[src/rtl/hazard_frame_sequencer.sv]
// Hazard frame sequencer: collects hazard bounding boxes for one frame, rasterises
// them into a ROWS x COLS occupancy mask (one stored box per cycle), then hands the
// mask to the spike-input stage as two 16-bit halves over valid/ready.
module hazard_frame_sequencer #(
    parameter int MAX_HAZ   = 16,
    parameter int CW        = 5,
    parameter int ROWS      = 4,
    parameter int COLS      = 8,
    parameter int ROW_SHIFT = 1,
    parameter int COL_SHIFT = 2,
    localparam int CNTW     = $clog2(MAX_HAZ) + 1,
    localparam int IW       = $clog2(MAX_HAZ)
) (
    input  logic            clk,
    input  logic            rst,
    input  logic            in_valid,
    output logic            in_ready,
    input  logic [CW-1:0]   in_top,
    input  logic [CW-1:0]   in_left,
    input  logic [CW-1:0]   in_bottom,
    input  logic [CW-1:0]   in_right,
    input  logic            in_last,
    output logic            out_valid,
    input  logic            out_ready,
    output logic [15:0]     out_data,
    output logic            out_half,
    output logic            out_ovf,
    output logic [CNTW-1:0] hz_count
);

    // state     | meaning
    // S_LOAD    | accepting boxes into free slots
    // S_DRAIN   | slots full, swallowing beats until in_last (frame marked truncated)
    // S_ENCODE  | OR one stored box per cycle into the mask
    // S_SEND_LO | presenting cells 0-15
    // S_SEND_HI | presenting cells 16-31; handshake clears the frame
    typedef enum logic [2:0] {
        S_LOAD, S_DRAIN, S_ENCODE, S_SEND_LO, S_SEND_HI
    } state_t;

    localparam int NCELL = ROWS * COLS;
    localparam int BOXW  = 4 * CW;

    state_t              state_q, state_d;
    logic [CNTW-1:0]     count_q, count_d;
    logic [IW-1:0]       idx_q, idx_d;
    logic [NCELL-1:0]    mask_q, mask_d;
    logic                ovf_q, ovf_d;
    logic [BOXW-1:0]     slots_q [MAX_HAZ];
    logic [BOXW-1:0]     slots_d [MAX_HAZ];
    logic                in_hs;

    // Rasterise one box; coordinates past the grid edge clip, inverted boxes are empty.
    function automatic logic [NCELL-1:0] box_mask(input logic [BOXW-1:0] box);
        logic [CW-1:0] t, l, b, r;
        int r0, r1, c0, c1;
        box_mask = '0;
        {t, l, b, r} = box;
        r0 = int'(t >> ROW_SHIFT);
        r1 = int'(b >> ROW_SHIFT);
        c0 = int'(l >> COL_SHIFT);
        c1 = int'(r >> COL_SHIFT);
        if (r1 > ROWS - 1) r1 = ROWS - 1;
        if (c1 > COLS - 1) c1 = COLS - 1;
        if (t <= b && l <= r) begin
            for (int row = 0; row < ROWS; row++) begin
                for (int col = 0; col < COLS; col++) begin
                    if (row >= r0 && row <= r1 && col >= c0 && col <= c1)
                        box_mask[row*COLS+col] = 1'b1;
                end
            end
        end
    endfunction

    assign in_hs = in_valid && in_ready;

    // State and frame registers, synchronous reset drops any frame in flight.
    always_ff @(posedge clk) begin
        if (rst) begin
            state_q <= S_LOAD;
            count_q <= '0;
            idx_q   <= '0;
            mask_q  <= '0;
            ovf_q   <= 1'b0;
        end else begin
            state_q <= state_d;
            count_q <= count_d;
            idx_q   <= idx_d;
            mask_q  <= mask_d;
            ovf_q   <= ovf_d;
        end
    end

    // Box slot storage; contents are only meaningful below count_q, so no reset.
    always_ff @(posedge clk) begin
        slots_q <= slots_d;
    end

    // Next-state decode.
    always_comb begin
        state_d = state_q;
        case (state_q)
            S_LOAD: begin
                if (in_hs) begin
                    if (in_last)
                        state_d = S_ENCODE;
                    else if (count_q == CNTW'(MAX_HAZ - 1))
                        state_d = S_DRAIN;
                end
            end
            S_DRAIN:   if (in_hs && in_last) state_d = S_ENCODE;
            S_ENCODE:  if ({1'b0, idx_q} == count_q - CNTW'(1)) state_d = S_SEND_LO;
            S_SEND_LO: if (out_ready) state_d = S_SEND_HI;
            S_SEND_HI: if (out_ready) state_d = S_LOAD;
            default:   state_d = S_LOAD;
        endcase
    end

    // Frame datapath: slot fill, mask accumulation, end-of-frame clear.
    always_comb begin
        slots_d = slots_q;
        count_d = count_q;
        idx_d   = idx_q;
        mask_d  = mask_q;
        ovf_d   = ovf_q;
        case (state_q)
            S_LOAD: begin
                idx_d = '0;
                if (in_hs) begin
                    slots_d[count_q[IW-1:0]] = {in_top, in_left, in_bottom, in_right};
                    count_d = count_q + CNTW'(1);
                    if (!in_last && count_q == CNTW'(MAX_HAZ - 1))
                        ovf_d = 1'b1;
                end
            end
            S_ENCODE: begin
                mask_d = mask_q | box_mask(slots_q[idx_q]);
                idx_d  = idx_q + IW'(1);
            end
            S_SEND_HI: begin
                if (out_ready) begin
                    count_d = '0;
                    mask_d  = '0;
                    ovf_d   = 1'b0;
                end
            end
            default: ;
        endcase
    end

    // Stream outputs decoded from state; data is held by the frozen mask register.
    always_comb begin
        in_ready  = !rst && (state_q == S_LOAD || state_q == S_DRAIN);
        out_valid = 1'b0;
        out_data  = 16'h0000;
        out_half  = 1'b0;
        out_ovf   = 1'b0;
        hz_count  = count_q;
        if (state_q == S_SEND_LO) begin
            out_valid = 1'b1;
            out_data  = mask_q[15:0];
            out_ovf   = ovf_q;
        end else if (state_q == S_SEND_HI) begin
            out_valid = 1'b1;
            out_data  = mask_q[31:16];
            out_half  = 1'b1;
            out_ovf   = ovf_q;
        end
    end

endmodule

[config.mk]
export PLATFORM = sky130hd
export DESIGN_NAME = hazard_frame_sequencer
export DESIGN_NICKNAME = d
export VERILOG_FILES = /design/src/rtl/hazard_frame_sequencer.sv
export SDC_FILE = /design/constraint.sdc
export NUM_CORES = 1
export LEC_CHECK = 0
export CORE_ASPECT_RATIO = 0.6
export CORE_UTILIZATION = 50
export DETAILED_ROUTE_END_ITERATION = 8
export PLACE_DENSITY = 0.67
export SYNTH_ARGS = -nofsm -noshare
export SYNTH_HDL_FRONTEND = slang
export SYNTH_SLANG_ARGS = --single-unit
[constraint.sdc]
create_clock -name clk -period 10.1 [get_ports clk]
set_input_delay 1.01 -clock clk [delete_from_list [all_inputs] [get_ports clk]]
set_output_delay 1.01 -clock clk [all_outputs]
set_load 0.005 [all_outputs]
== Word level (Yosys, flattened, before mapping) ==
Cells that the tools add are included.

* Output and inout port bits: 25
* Logic and storage cells: 226
* Flip-flop bits (word level): 365

* Mux-type cells: 69
* Equal/unequal tests: 13
* Bitwise logic cells: 3
* Reductions and logical operators: 86
* $lt $le $gt $ge: 31
* $add $sub $neg: 3

{| class="wikitable"
|+ Operator list
! kind !! count
|-
| bitwise mux 320 bit || 1
|-
| two-way mux 32 bit || 5
|-
| less-or-equal comparator 3 x 32 -> 1 bit, first input constant || 4
|-
| less-or-equal comparator 4 x 32 -> 1 bit, first input constant || 4
|-
| binary-select mux 20 bit (select 4 bit) || 1
|-
| demux 20 bit (select 4 bit) || 1
|-
| logical AND 1 bit || 74
|-
| less-or-equal comparator 1 x 32 -> 1 bit, first input constant || 2
|-
| less-or-equal comparator 2 x 32 -> 1 bit, first input constant || 2
|-
| one-hot mux 32 bit (2 select lines) || 1
|-
| two-way mux 20 bit || 3
|-
| two-way mux 1 bit || 40
|-
| two-way mux 16 bit || 2
|-
| bitwise OR 32 bit || 1
|-
| two-way mux 3 bit || 8
|-
| one-hot mux 3 bit (5 select lines) || 1
|-
| greater-or-equal comparator 3 bit, first input constant || 4
|-
| != test 2 bit, second input constant || 6
|-
| greater-or-equal comparator 5 bit, second input constant || 2
|-
| less-or-equal comparator 5 bit || 2
|-
| two-way mux 5 bit || 2
|-
| NOT 4 -> 5 bit || 2
|-
| one-hot mux 5 bit (2 select lines) || 1
|-
| greater-or-equal comparator 1 x 4 -> 1 bit, first input constant || 2
|-
| 26 further kinds || 34
|}

== Logic depth before layout (Yosys ltp) ==
* Depth in word-level cells: 16
* Mapped depth: 16

== Worst setup path after synthesis ==
OpenSTA, ideal clock, no wires.

* Path type: flip-flop to flip-flop
* Start point: register idx_q[0]
* End point: register mask_q[14]
* Data required time: 10028 ps
* Period minus slack after synthesis: 3980 ps
* Cell stages (with the launch flop): 14
* Library setup time: 72 ps
* Setup slack: 6120 ps
* Arrival time: 3908 ps
* Path buffers: 4
* Cells stage by stage: dfxtp_1 -> buf_6 -> buf_6 -> buf_4 -> buf_2 -> mux4_2 -> mux4_2 -> ha_1 -> nand4_1 -> nor2_1 -> o32a_1 -> nor4_1 -> o2111ai_1 -> o21ai_1

* Word-level cells in the longest chain between the ends: 16
* Elaborated cells on any way between the ends: 25
* Those cells by class: order compare (8); mux (11); bitwise (2); reduce/logical (4)

{| class="wikitable"
|+ Ends and longest elaborated chain
! element !! line !! text
|-
| start, declared || 46 || <nowiki>logic [IW-1:0] idx_q, idx_d;</nowiki>
|-
| start signal, assigned || 88 || <nowiki>idx_q <= idx_d;</nowiki>
|-
| NOT 4 -> 5 bit (implied by the code) (*) || 137 || <nowiki>mask_d = mask_q | box_mask(slots_q[idx_q]);</nowiki>
|-
| binary-select mux 20 bit (select 4 bit) (*) || 137 ||
|-
| two-way mux 20 bit (implied by the code) (*) (2 in series) || 137 ||
|-
| > comparator 4 x 2 -> 1 bit || 63 || <nowiki>if (r1 > ROWS - 1) r1 = ROWS - 1;</nowiki>
|-
| two-way mux 4 bit || 63 ||
|-
| two-way mux 32 bit || 126 || <nowiki>case (state_q)</nowiki>
|-
| less-or-equal comparator 2 x 32 -> 1 bit || 68 || <nowiki>if (row >= r0 && row <= r1 && col >= c0 && col <= c1)</nowiki>
|-
| logical AND 1 bit (3 in series) || 68 ||
|-
| two-way mux 1 bit || 68 ||
|-
| two-way mux 32 bit (*) || 65 || <nowiki>if (t <= b && l <= r) begin</nowiki>
|-
| two-way mux 32 bit (*) || 126 ||
|-
| bitwise OR 32 bit (*) || 137 ||
|-
| one-hot mux 32 bit (2 select lines) (*) || 126 ||
|-
| end signal, assigned || 89 || <nowiki>mask_q <= mask_d;</nowiki>
|-
| end, declared || 47 || <nowiki>logic [NCELL-1:0] mask_q, mask_d;</nowiki>
|}

Mark *: on every way between the ends. The rest lies on a longest branch, timed or not. The select of a mux whose other input is x is not followed.
A chain may end at the register's enable or synchronous reset.

== Final worst setup path ==
* Start point: register idx_q[0]
* End point: register mask_q[22]

* Word-level cells in the longest chain between the ends: 16
* Elaborated cells on any way between the ends: 25
* Those cells by class: order compare (8); mux (11); bitwise (2); reduce/logical (4)

{| class="wikitable"
|+ Ends and longest elaborated chain
! element !! line
|-
| NOT 4 -> 5 bit (implied by the code) (*) || 137
|-
| binary-select mux 20 bit (select 4 bit) (*) || 137
|-
| two-way mux 20 bit (implied by the code) (*) (2 in series) || 137
|-
| > comparator 4 x 2 -> 1 bit || 63
|-
| two-way mux 4 bit || 63
|-
| two-way mux 32 bit || 126
|-
| less-or-equal comparator 3 x 32 -> 1 bit || 68
|-
| logical AND 1 bit (3 in series) || 68
|-
| two-way mux 1 bit || 68
|-
| two-way mux 32 bit (*) || 65
|-
| two-way mux 32 bit (*) || 126
|-
| bitwise OR 32 bit (*) || 137
|-
| one-hot mux 32 bit (2 select lines) (*) || 126
|}

Marked as above.

==> results by group <==
Synthesis
  • Post-synth top area share: 0.656
  • Mapped Area: 0.0147 mm²
  • Post-synth cell types: 62
  • Synthesized flop and latch total: 365
  • Main synth FF type: edfxtp_1
  • Most common cell in the synthesized netlist: edfxtp_1
  • Most instantiated cells after synthesis: edfxtp_1 (320), mux4_2 (80), nand2_1 (58)
  • Synth warn: 0
  • Cell count after synthesis: around 820
  • Avg Inst Size Synth: 17.8 µm²
  • Syn_nets: 864
  • Main area contributors after synthesis: edfxtp_1 (66%), mux4_2 (12%), dfxtp_1 (6.1%)
  • Async set-reset flop share out of synthesis: 0
  • Number of synthesized flops with an enable pin: 320
  • Synth area leader: edfxtp_1
  • Seq/Total Area, Yosys: 0.717

Final layout
  • Final Util: 0.576
  • Area Overhead vs Synth: 13.1%
  • Final net count: roughly 930
  • Ratio of cells with drive above 1 in the final layout: 0.184

Drt
  • Via/cell ratio: 6.03
  • Drt first-iter violations: 799
  • WL/cell: 24.8 µm
  • DR DRC count: 0
  • Routed vias: between 7k and 8k
  • Routed Antenna Nets: 0
  • WL final: 31900 µm
  • DR pass1 iterations: 5

Floorplan
  • Die height: roughly 130 µm
  • Starting Density: 0.509
  • I/O pin count: 50
  • Core Footprint: about 0.029 mm²
  • Cell Rows: 48
  • Chip width: 223 µm
  • Die area: 0.0300 mm²

Clocking
  • Post-CTS Resized: 0
  • Root Driver: clkbuf_16
  • Largest buffer count on any clock path: 3
  • TritonCTS Sinks: 365
  • Worst skew pair latency: ~570 ps
  • CTS Hold Bufs: 0
  • H-Tree Depth: 1
  • Total CTS buffers: 31
  • Clk slew on worst S/H paths: 70 ps
  • Post-CTS Setup Inserts: 0
  • CTS tree: done

Placed design
  • Post-DP HPWL: 18300 µm
  • Routability cong.: between 0.8 and 0.9
  • Port bufs: 49

Timing
  • Fin Setup TNS: 0 ps
  • Fin. Hold Viols: 0
  • FMAX: just under 200 MHz
  • Final Slew Violations: 0
  • Slew Limit Headroom: 0.380
  • Finish-stage setup viols: 0
  • Final cycle utilization of the critical path: 0.503
  • Final Skew: between 15 and 20 ps
  • Final min period: 5090 ps
  • RSZ-0062 raised after global routing: false
  • Worst slew pin tran: 930 ps

GRT
  • Grt ovf: 0
  • GRT Total Usage: 0.219
  • First-pass GRT wire length: 47700 µm
  • GR met3 Demand/Resource: 0.0509
  • Vias in the first global route: 7483
  • Grt met1 use: 0.340
  • Initial antenna violation count: 2
  • Largest net degree at the start of global routing: 50
  • Routing usage on met2: 0.317
  • Top Usage Layer GRT: met1

Critical path
  • Critical Path Sink Type: flop
  • CP Data Required Time: 10600 ps
  • Arr. time, crit path: 5590 ps
  • Worst setup path class: flop to flop
  • Crit start category: flop
  • Critical Path Fanout Max: 49

Power
  • PwrDens: around 180 mW/mm²
  • Maximum VDD drop: between 0.0001 and 0.00015 V
  • Leakage power total: roughly 5.2 nW
  • Total Power Consumption: 3.05 mW

Run status
  • Outcome: finished, final reports clean

Flow run
  • # Max-Cap Violations: 0

Min path
  • HP Class: flop to flop
==> cell type report <==
class	instances	area, µm²
Inverter	16	60.1
Tap cell	375	469
Fill cell	2140	12200
Clock buffer	34	787
Antenna cell	2	5.00
Sequential cell	365	10500
Clock inverter	23	223
Multi-Input combinational cell	399	3860
Timing Repair Buffer	70	648
==> flip-flops by register name, indices dropped and copies added, names as in the netlist <==
register  count
ovf_q         1
hz_count      5
slots_q     320
idx_q         4
mask_q       32
state_q       3
==> critical path, cell delays in order (launching register included) <==
cell and delay, ps:
dfxtp_4 940, buf_4 800, mux4_2 590, a22oi_1 200, nand2_1 190, ha_1 380, a21oi_1 140, a21boi_1 80
o32a_1 380, nor4_1 690, o2111ai_1 370, o21ai_1 210
==> logic make-up after synthesis <==
| kind of cell | count (synthesis) | share of synthesized area |
|---|---|---|
| DFF | 365 | 0.717 |
| and+or+nand+nor | 173 | 0.0602 |
| AOI/OAI and AO/OA | 106 | 0.0498 |
| muxes | 95 | 0.133 |
| buffers and inverters | 58 | 0.0198 |
| adders and majority gates | 17 | 0.0145 |
| xor gates and xnor gates | 8 | 0.00478 |
==> cells in the final DEF (no fill, tap or decap), types with 9 or more instances in the layout <==
cell and n:
inv_1 16, nand2_1 58, a21oi_1 11, nor2b_1 9
nor2_1 27, ha_1 17, a22o_1 18, mux2i_1 12
clkdlybuf4s50_1 49, edfxtp_1 320, nand3_1 21, and2_1 20
o21ai_1 30, clkbuf_16 31, a22oi_1 15, buf_4 21
dfxtp_1 42, mux4_2 80
==> stage by stage <==
step           hold WS [ps]  instance area (µm²)  cells  setup WS, ps
6_report                448                16600   1284          5010
5_1_grt                 469                16600   1282          4370
4_1_cts                 450                16600   1282          4920
3_5_place_dp            441                15600   1225          4900
3_3_place_gp            436                15600   1225          4990
2_1_floorplan           425                14700    822          6120
==> metal layers <==
layer  routed length (µm)  vias up
met2                13900      272
met5                    0        -
met4                  514        0
met3                 2540       38
met1                14900     4024
li1                     -     3406
==> where the power goes <==
part,switching (mW),internal [mW]
sequential,0.0162,1.65
clock,0.531,0.665
combinational,0.106,0.0818
total,0.654,2.40
==> worst paths after layout <==
path | to | from | cells past startpoint | slack [ps]
max | mask_q[22] | idx_q[0] | 11 | 5010
min | mask_q[3] | mask_q[3] | 2 | 450
max reg2reg | mask_q[22] | idx_q[0] | 11 | 5010
min reg2reg | mask_q[3] | mask_q[3] | 2 | 450
Power figures use the tool's default switching activity.
